### src/rtl/extrema_detect_3d.sv
// extrema_detect_3d: flags 26-neighbour scale-space extrema of a DoG centre sample, gated by contrast threshold and mode,
// Latency: 3 cycles from iDval/iCenter/iNbr to oDval/oMax_en/oMin_en; oCnt/oCnt_sat update on the same edge as the flags.
// No back-pressure: one sample set accepted every cycle. Optional macro EXTREMA_TIE_EN: non-strict compares plus any_ne guard.
module extrema_detect_3d #(
  parameter int DW    = 8,
  parameter int CNT_W = 16
) (
  input  logic               iclk,
  input  logic               irst_n,
  input  logic               iDval,
  input  logic               iSof,
  input  logic [DW-1:0]      iCenter,
  input  logic [26*DW-1:0]   iNbr,
  input  logic [1:0]         iMode,
  input  logic [DW-1:0]      iThrHi,
  input  logic [DW-1:0]      iThrLo,
  output logic               oDval,
  output logic               oMax_en,
  output logic               oMin_en,
  output logic [CNT_W-1:0]   oCnt,
  output logic               oCnt_sat
);

  localparam int NNBR = 26;
  localparam int NGRP = 9;
  localparam logic [CNT_W-1:0] CNT_MAX = '1;
  localparam logic [CNT_W-1:0] CNT_ONE = {{(CNT_W-1){1'b0}}, 1'b1};

  // ---------------- stage 1: per-neighbour compares ----------------
  logic [NNBR:0] w_gt;
  logic [NNBR:0] w_lt;
`ifdef EXTREMA_TIE_EN
  logic          w_any_ne;
`endif

  // Centre-vs-neighbour compare vectors; slot 26 stays 1 so the 27 slots split evenly into 9 groups
  always_comb begin
    w_gt = '1;
    w_lt = '1;
`ifdef EXTREMA_TIE_EN
    w_any_ne = 1'b0;
`endif
    for (int k = 0; k < NNBR; k++) begin
`ifdef EXTREMA_TIE_EN
      w_gt[k]  = (iCenter >= iNbr[k*DW +: DW]);
      w_lt[k]  = (iCenter <= iNbr[k*DW +: DW]);
      w_any_ne = w_any_ne | (iCenter != iNbr[k*DW +: DW]);
`else
      w_gt[k]  = (iCenter > iNbr[k*DW +: DW]);
      w_lt[k]  = (iCenter < iNbr[k*DW +: DW]);
`endif
    end
  end

  logic [NNBR:0] r_gt1;
  logic [NNBR:0] r_lt1;
  logic          r_thrh1;
  logic          r_thrl1;
  logic [1:0]    r_mode1;
  logic          r_dval1;
`ifdef EXTREMA_TIE_EN
  logic          r_any_ne1;
`endif

  // Stage-1 register: compare vectors, threshold results, mode and valid
  always_ff @(posedge iclk or negedge irst_n) begin
    if (!irst_n) begin
      r_gt1     <= '0;
      r_lt1     <= '0;
      r_thrh1   <= 1'b0;
      r_thrl1   <= 1'b0;
      r_mode1   <= 2'b00;
      r_dval1   <= 1'b0;
`ifdef EXTREMA_TIE_EN
      r_any_ne1 <= 1'b0;
`endif
    end else begin
      r_gt1     <= w_gt;
      r_lt1     <= w_lt;
      r_thrh1   <= (iCenter > iThrHi);
      r_thrl1   <= (iCenter < iThrLo);
      r_mode1   <= iMode;
      r_dval1   <= iDval;
`ifdef EXTREMA_TIE_EN
      r_any_ne1 <= w_any_ne;
`endif
    end
  end

  // ---------------- stage 2: reduce compare vectors in groups of 3 ----------------
  logic [NGRP-1:0] w_gtg;
  logic [NGRP-1:0] w_ltg;

  // Three-input AND per group keeps the stage-2 cone shallow
  always_comb begin
    w_gtg = '0;
    w_ltg = '0;
    for (int g = 0; g < NGRP; g++) begin
      w_gtg[g] = &r_gt1[3*g +: 3];
      w_ltg[g] = &r_lt1[3*g +: 3];
    end
  end

  logic [NGRP-1:0] r_gtg2;
  logic [NGRP-1:0] r_ltg2;
  logic            r_thrh2;
  logic            r_thrl2;
  logic [1:0]      r_mode2;
  logic            r_dval2;
`ifdef EXTREMA_TIE_EN
  logic            r_any_ne2;
`endif

  // Stage-2 register: group reductions plus the side-band gates carried alongside
  always_ff @(posedge iclk or negedge irst_n) begin
    if (!irst_n) begin
      r_gtg2    <= '0;
      r_ltg2    <= '0;
      r_thrh2   <= 1'b0;
      r_thrl2   <= 1'b0;
      r_mode2   <= 2'b00;
      r_dval2   <= 1'b0;
`ifdef EXTREMA_TIE_EN
      r_any_ne2 <= 1'b0;
`endif
    end else begin
      r_gtg2    <= w_gtg;
      r_ltg2    <= w_ltg;
      r_thrh2   <= r_thrh1;
      r_thrl2   <= r_thrl1;
      r_mode2   <= r_mode1;
      r_dval2   <= r_dval1;
`ifdef EXTREMA_TIE_EN
      r_any_ne2 <= r_any_ne1;
`endif
    end
  end

  // ---------------- stage 3: final decision ----------------
  logic w_max;
  logic w_min;
  logic w_det;

  // Final AND of the groups with threshold, mode and valid; a flat plateau is rejected in the tie build
  always_comb begin
`ifdef EXTREMA_TIE_EN
    w_max = (&r_gtg2) & r_thrh2 & r_mode2[0] & r_dval2 & r_any_ne2;
    w_min = (&r_ltg2) & r_thrl2 & r_mode2[1] & r_dval2 & r_any_ne2;
`else
    w_max = (&r_gtg2) & r_thrh2 & r_mode2[0] & r_dval2;
    w_min = (&r_ltg2) & r_thrl2 & r_mode2[1] & r_dval2;
`endif
    w_det = w_max | w_min;
  end

  logic r_max3;
  logic r_min3;
  logic r_dval3;

  // Stage-3 register drives the flag outputs
  always_ff @(posedge iclk or negedge irst_n) begin
    if (!irst_n) begin
      r_max3  <= 1'b0;
      r_min3  <= 1'b0;
      r_dval3 <= 1'b0;
    end else begin
      r_max3  <= w_max;
      r_min3  <= w_min;
      r_dval3 <= r_dval2;
    end
  end

  // ---------------- per-frame keypoint counter ----------------
  // iSof is applied unpipelined against the stage-3 decision, so the frame
  // boundary lands on the output side: samples that entered up to 2 cycles
  // before iSof are already counted in the new frame.
  logic [CNT_W-1:0] r_cnt;
  logic             r_sat;
  logic [CNT_W-1:0] w_cnt_inc;

  assign w_cnt_inc = r_cnt + CNT_ONE;

  // Saturating counter: clear/restart on iSof, otherwise count detections and stick at all-ones
  always_ff @(posedge iclk or negedge irst_n) begin
    if (!irst_n) begin
      r_cnt <= '0;
      r_sat <= 1'b0;
    end else if (iSof) begin
      r_cnt <= w_det ? CNT_ONE : '0;
      r_sat <= 1'b0;
    end else if (w_det && (r_cnt != CNT_MAX)) begin
      r_cnt <= w_cnt_inc;
      if (w_cnt_inc == CNT_MAX) begin
        r_sat <= 1'b1;
      end
    end
  end

  assign oDval    = r_dval3;
  assign oMax_en  = r_max3;
  assign oMin_en  = r_min3;
  assign oCnt     = r_cnt;
  assign oCnt_sat = r_sat;

endmodule

### config.mk
export PLATFORM = sky130hd
export DESIGN_NAME = extrema_detect_3d
export DESIGN_NICKNAME = d
export VERILOG_FILES = /design/src/rtl/extrema_detect_3d.sv
export SDC_FILE = /design/constraint.sdc
export NUM_CORES = 1
export LEC_CHECK = 0
export CORE_MARGIN = 2
export CORE_UTILIZATION = 44
export CTS_BUF_LIST = sky130_fd_sc_hd__clkbuf_8 sky130_fd_sc_hd__clkbuf_16
export CTS_CLUSTER_SIZE = 8
export DETAILED_ROUTE_END_ITERATION = 10
export GPL_TIMING_DRIVEN = 1
export PLACE_DENSITY = 0.89
export SYNTH_ARGS = -nofsm -noshare
export SYNTH_HDL_FRONTEND = slang
export SYNTH_SLANG_ARGS = --single-unit
### constraint.sdc
create_clock -name iclk -period 1.7 [get_ports iclk]
set_input_delay 0.255 -clock iclk [delete_from_list [all_inputs] [get_ports iclk]]
set_output_delay 0.255 -clock iclk [all_outputs]
set_load 0.05 [all_outputs]
==> metrics.md <==
| Metric | Value |
|---|---|
| Outcome | `finished with violations` |
| Violated checks | `negative setup slack` |
| Detail Route Antenna Nets | `0` |
| Xor and xnor area share after synthesis | `1.58%` |
| CTS Root Cell | `sky130_fd_sc_hd__clkbuf_16` |
| Post-synthesis share of cell area spent on and, or, nand and nor gates | `15.4%` |
| Layout net count | `1760` |
| Power per standard cell area | `550 nW/um2` |
| Critical path required time | `1920 ps` |
| Multiplexer area fraction after synthesis | `0%` |
| Cts bufs inserted | `9` |
| Highest achievable clock rate | `583 MHz` |
| Average instance area after synthesis | `8.94 um2` |
| Worst min-delay path class | `register to register` |
| Die Y-Extent | `146 um` |
| Max Clock Skew | `8.97 ps` |
| Commonest cells after routing, fill and taps aside | `229 x sky130_fd_sc_hd__clkdlybuf4s50_1, 224 x sky130_fd_sc_hd__ha_1, 200 x sky130_fd_sc_hd__inv_1` |
| Sum of net half-perimeters after detailed placement | `19400 um` |
| RePlAce Congestion | `0.916` |
| Bufs on Longest Clock Path | `2` |
| Worst Slack Setup Final | `-15.5 ps` |
| Critical Path End Type | `register` |
| Cell depth of the worst flop-to-flop path | `7` |
| Maximum resistive drop on vdd | `0.352 mV` |
| Compound-Gate Fraction of Synth Area | `13.2%` |
| WHS | `346 ps` |
| Horizontal die dimension | `146 um` |
| Fin cells | `1567` |
| Growth of design area from synthesis to finish | `41.0%` |
| Clock insertion delay at the later pin of the skew report | `340 ps` |
| Worst slew margin relative to its limit | `46.5%` |
| Synthesized Nets | `1453` |
| I/O Pins | `258` |
| Initial antenna violation count | `1` |
| CTS tree | `built` |
| Area of the die | `21300 um2` |
| Most common library cell in the layout ignoring fill and taps | `sky130_fd_sc_hd__clkdlybuf4s50_1` |
| Overall routing resource usage | `23.0%` |
| CP Data Arrival Time | `1940 ps` |
| Sink Count | `101` |
| Number of remaining DRC errors | `0` |
| Number of cells on the worst hold path | `0` |
| Register clock-pin slew on the reported worst setup and hold paths | `70 ps` |
| DRC marker count from the first detailed-route iteration | `287` |
| Leakage Power | `6.66 nW` |
| Total number of placement rows | `51` |
| Number of failing hold endpoints at the final stage | `0` |
| Critical Setup Path Class | `register to register` |
| Count of flip-flops with a built-in enable after synthesis | `0` |
| Synthesis Warnings | `0` |
| DR pass1 iterations | `4` |
| Core Area | `19600 um2` |
| Max-cap violations | `0` |
| Final routed wire length divided by cell count | `15.5 um` |
| Netlist area before placement | `8850 um2` |
| Post-synth ARST share | `100%` |
| Vias in the first global route | `8487` |
| Power, Total | `6.86 mW` |
| Antenna Cells | `0` |
| RSZ-0062 raised after global routing | `yes` |
| Sum of overflow across all layers after global routing | `0` |
| Count of pins over their slew limit | `0` |
| Number of vias after detailed routing | `8044` |
| Proportion of layout cells with a drive suffix above 1 | `9.45%` |
| Port Buf Inserts | `257` |
| Effective utilization at floorplan | `45.2%` |
| Final number of setup-violating endpoints | `2` |
| Largest net degree at the start of global routing | `38` |
| Count of mapped cells out of synthesis | `990` |
| Number of register bits inferred by synthesis | `101` |
| Fraction of the cycle the final worst path needs | `101%` |
| Number of distinct library cells after synthesis | `35` |
| Most used flip-flop cell after synthesis | `sky130_fd_sc_hd__dfrtp_1` |
| Post-synthesis adder-cell area fraction | `31.8%` |
| Min cycle time layout | `1720 ps` |
| Slew at the pin with the worst max-slew slack | `803 ps` |
| Element type at the critical path start | `register` |
| Main combinational cell family by area after synthesis | `adder cells` |
| Share of the yosys chip area belonging to registers | `28.6%` |
| Placed cells | `1546` |
| Detailed Route WL | `24300 um` |
| Drt via density | `5.13` |
| Biggest fanout along the worst timing path | `18` |
| First-pass GRT wire length | `39700 um` |
| Maximum level of the CTS H-tree | `3` |
## sequential cells by signal (all words and copies together) (netlist names)
register / flops
oCnt: 16
oCnt_sat: 1
oDval: 1
oMax_en: 1
oMin_en: 1
r_dval1: 1
r_dval2: 1
r_gt1: 27
r_gtg2: 9
r_lt1: 26
r_ltg2: 9
r_mode1: 2
r_mode2: 2
r_thrh1: 1
r_thrh2: 1
r_thrl1: 1
r_thrl2: 1
## final cells by class
type / count / area [um2]
clock buffer: 9 / 225
multi-input combinational: 677 / 5550
timing repair buffer: 307 / 3000
clock inverter: 7 / 71.3
fill: 1544 / 7110
sequential: 101 / 2540
tap: 265 / 332
inverter: 201 / 754
## per-layer routing
layer	wire length, um	global-route usage, %
met1	10200	27.6
met2	11800	40.6
met3	1580	5.05
met4	718	8.24
met5	0	0
## final timing paths
kind | endpoint | from | slack (ps)
min reg2reg | r_dval2$_DFF_PN0_ | r_dval1$_DFF_PN0_ | 350
max in group asynchronous | r_thrh1$_DFF_PN0_ | irst_n | 770
max reg2reg | oCnt[9]$_DFFE_PN0P_ | oCnt[2]$_DFFE_PN0P_ | -20
min | r_dval2$_DFF_PN0_ | r_dval1$_DFF_PN0_ | 350
min in group asynchronous | oCnt[14]$_DFFE_PN0P_ | irst_n | 390
max | oCnt[9]$_DFFE_PN0P_ | oCnt[2]$_DFFE_PN0P_ | -20
## worst max-delay path, cell delays in order, from the launching register on
cell and delay, ps:
sky130_fd_sc_hd__dfrtp_2 430, sky130_fd_sc_hd__and4_4 290, sky130_fd_sc_hd__and4_4 290, sky130_fd_sc_hd__a2bb2oi_4 80, sky130_fd_sc_hd__buf_12 160, sky130_fd_sc_hd__nand3_1 100, sky130_fd_sc_hd__xor2_1 180, sky130_fd_sc_hd__nor2_1 70
## cells by family (layout without fill, tap and decap cells)
family                   Yosys count  in the layout
AND/OR/NAND/NOR                  253            253
XOR/XNOR                          16             16
adder cells (fa/ha/maj)          225            225
AO/OA/AOI/OAI                    182            182
buffers and inverters            212            524
flip-flops                       101            101
other                              1              1
## power by group
group	switching (mW)	leakage [nW]	internal (mW)
combinational	0.932	5.28	1.18
sequential	0.0674	1.23	2.61
clock	0.921	0.150	1.15
total	1.92	6.66	4.94
## Yosys cell counts (4+ instances only)
cell	n	share of area, %
sky130_fd_sc_hd__inv_1	201	8.5
sky130_fd_sc_hd__a21o_1	54	4.6
sky130_fd_sc_hd__nand4_1	68	4.8
sky130_fd_sc_hd__nand3_1	12	0.68
sky130_fd_sc_hd__dfrtp_1	101	29
sky130_fd_sc_hd__a21oi_1	57	3.2
sky130_fd_sc_hd__buf_6	4	0.51
sky130_fd_sc_hd__nor2b_1	28	2.0
sky130_fd_sc_hd__ha_1	225	32
sky130_fd_sc_hd__o21a_1	28	2.4
sky130_fd_sc_hd__nand2_1	11	0.47
sky130_fd_sc_hd__nand2b_1	29	2.1
sky130_fd_sc_hd__and3_1	20	1.4
sky130_fd_sc_hd__xor2_1	14	1.4
sky130_fd_sc_hd__o21ai_0	32	1.8
sky130_fd_sc_hd__nor2_1	73	3.1
sky130_fd_sc_hd__nor3_1	7	0.40
## per-stage QoR
step	util (%)	TNS [ps]	cell area, um2	setup WS [ps]
floorplan	-	-1850	8890	-173
global placement	61.8	-6690	12100	-213
detailed placement	61.8	-9180	12100	-265
CTS	63.4	0	12400	8.77
global route	63.7	-1070	12500	-116
finish	63.7	-21.1	12500	-15.5
## timing repair
item | in CTS | in global routing
pin swaps | 2 | 0
endpoints found under the setup margin | 8 | 24
cloned | 0 | 0
hold endpoints to repair | 27 | 0
gates resized for setup | 3 | 6
setup buffers | 0 | 4
hold buffers | 1 | 0
No activity file was read; power rests on OpenSTA's default activity.
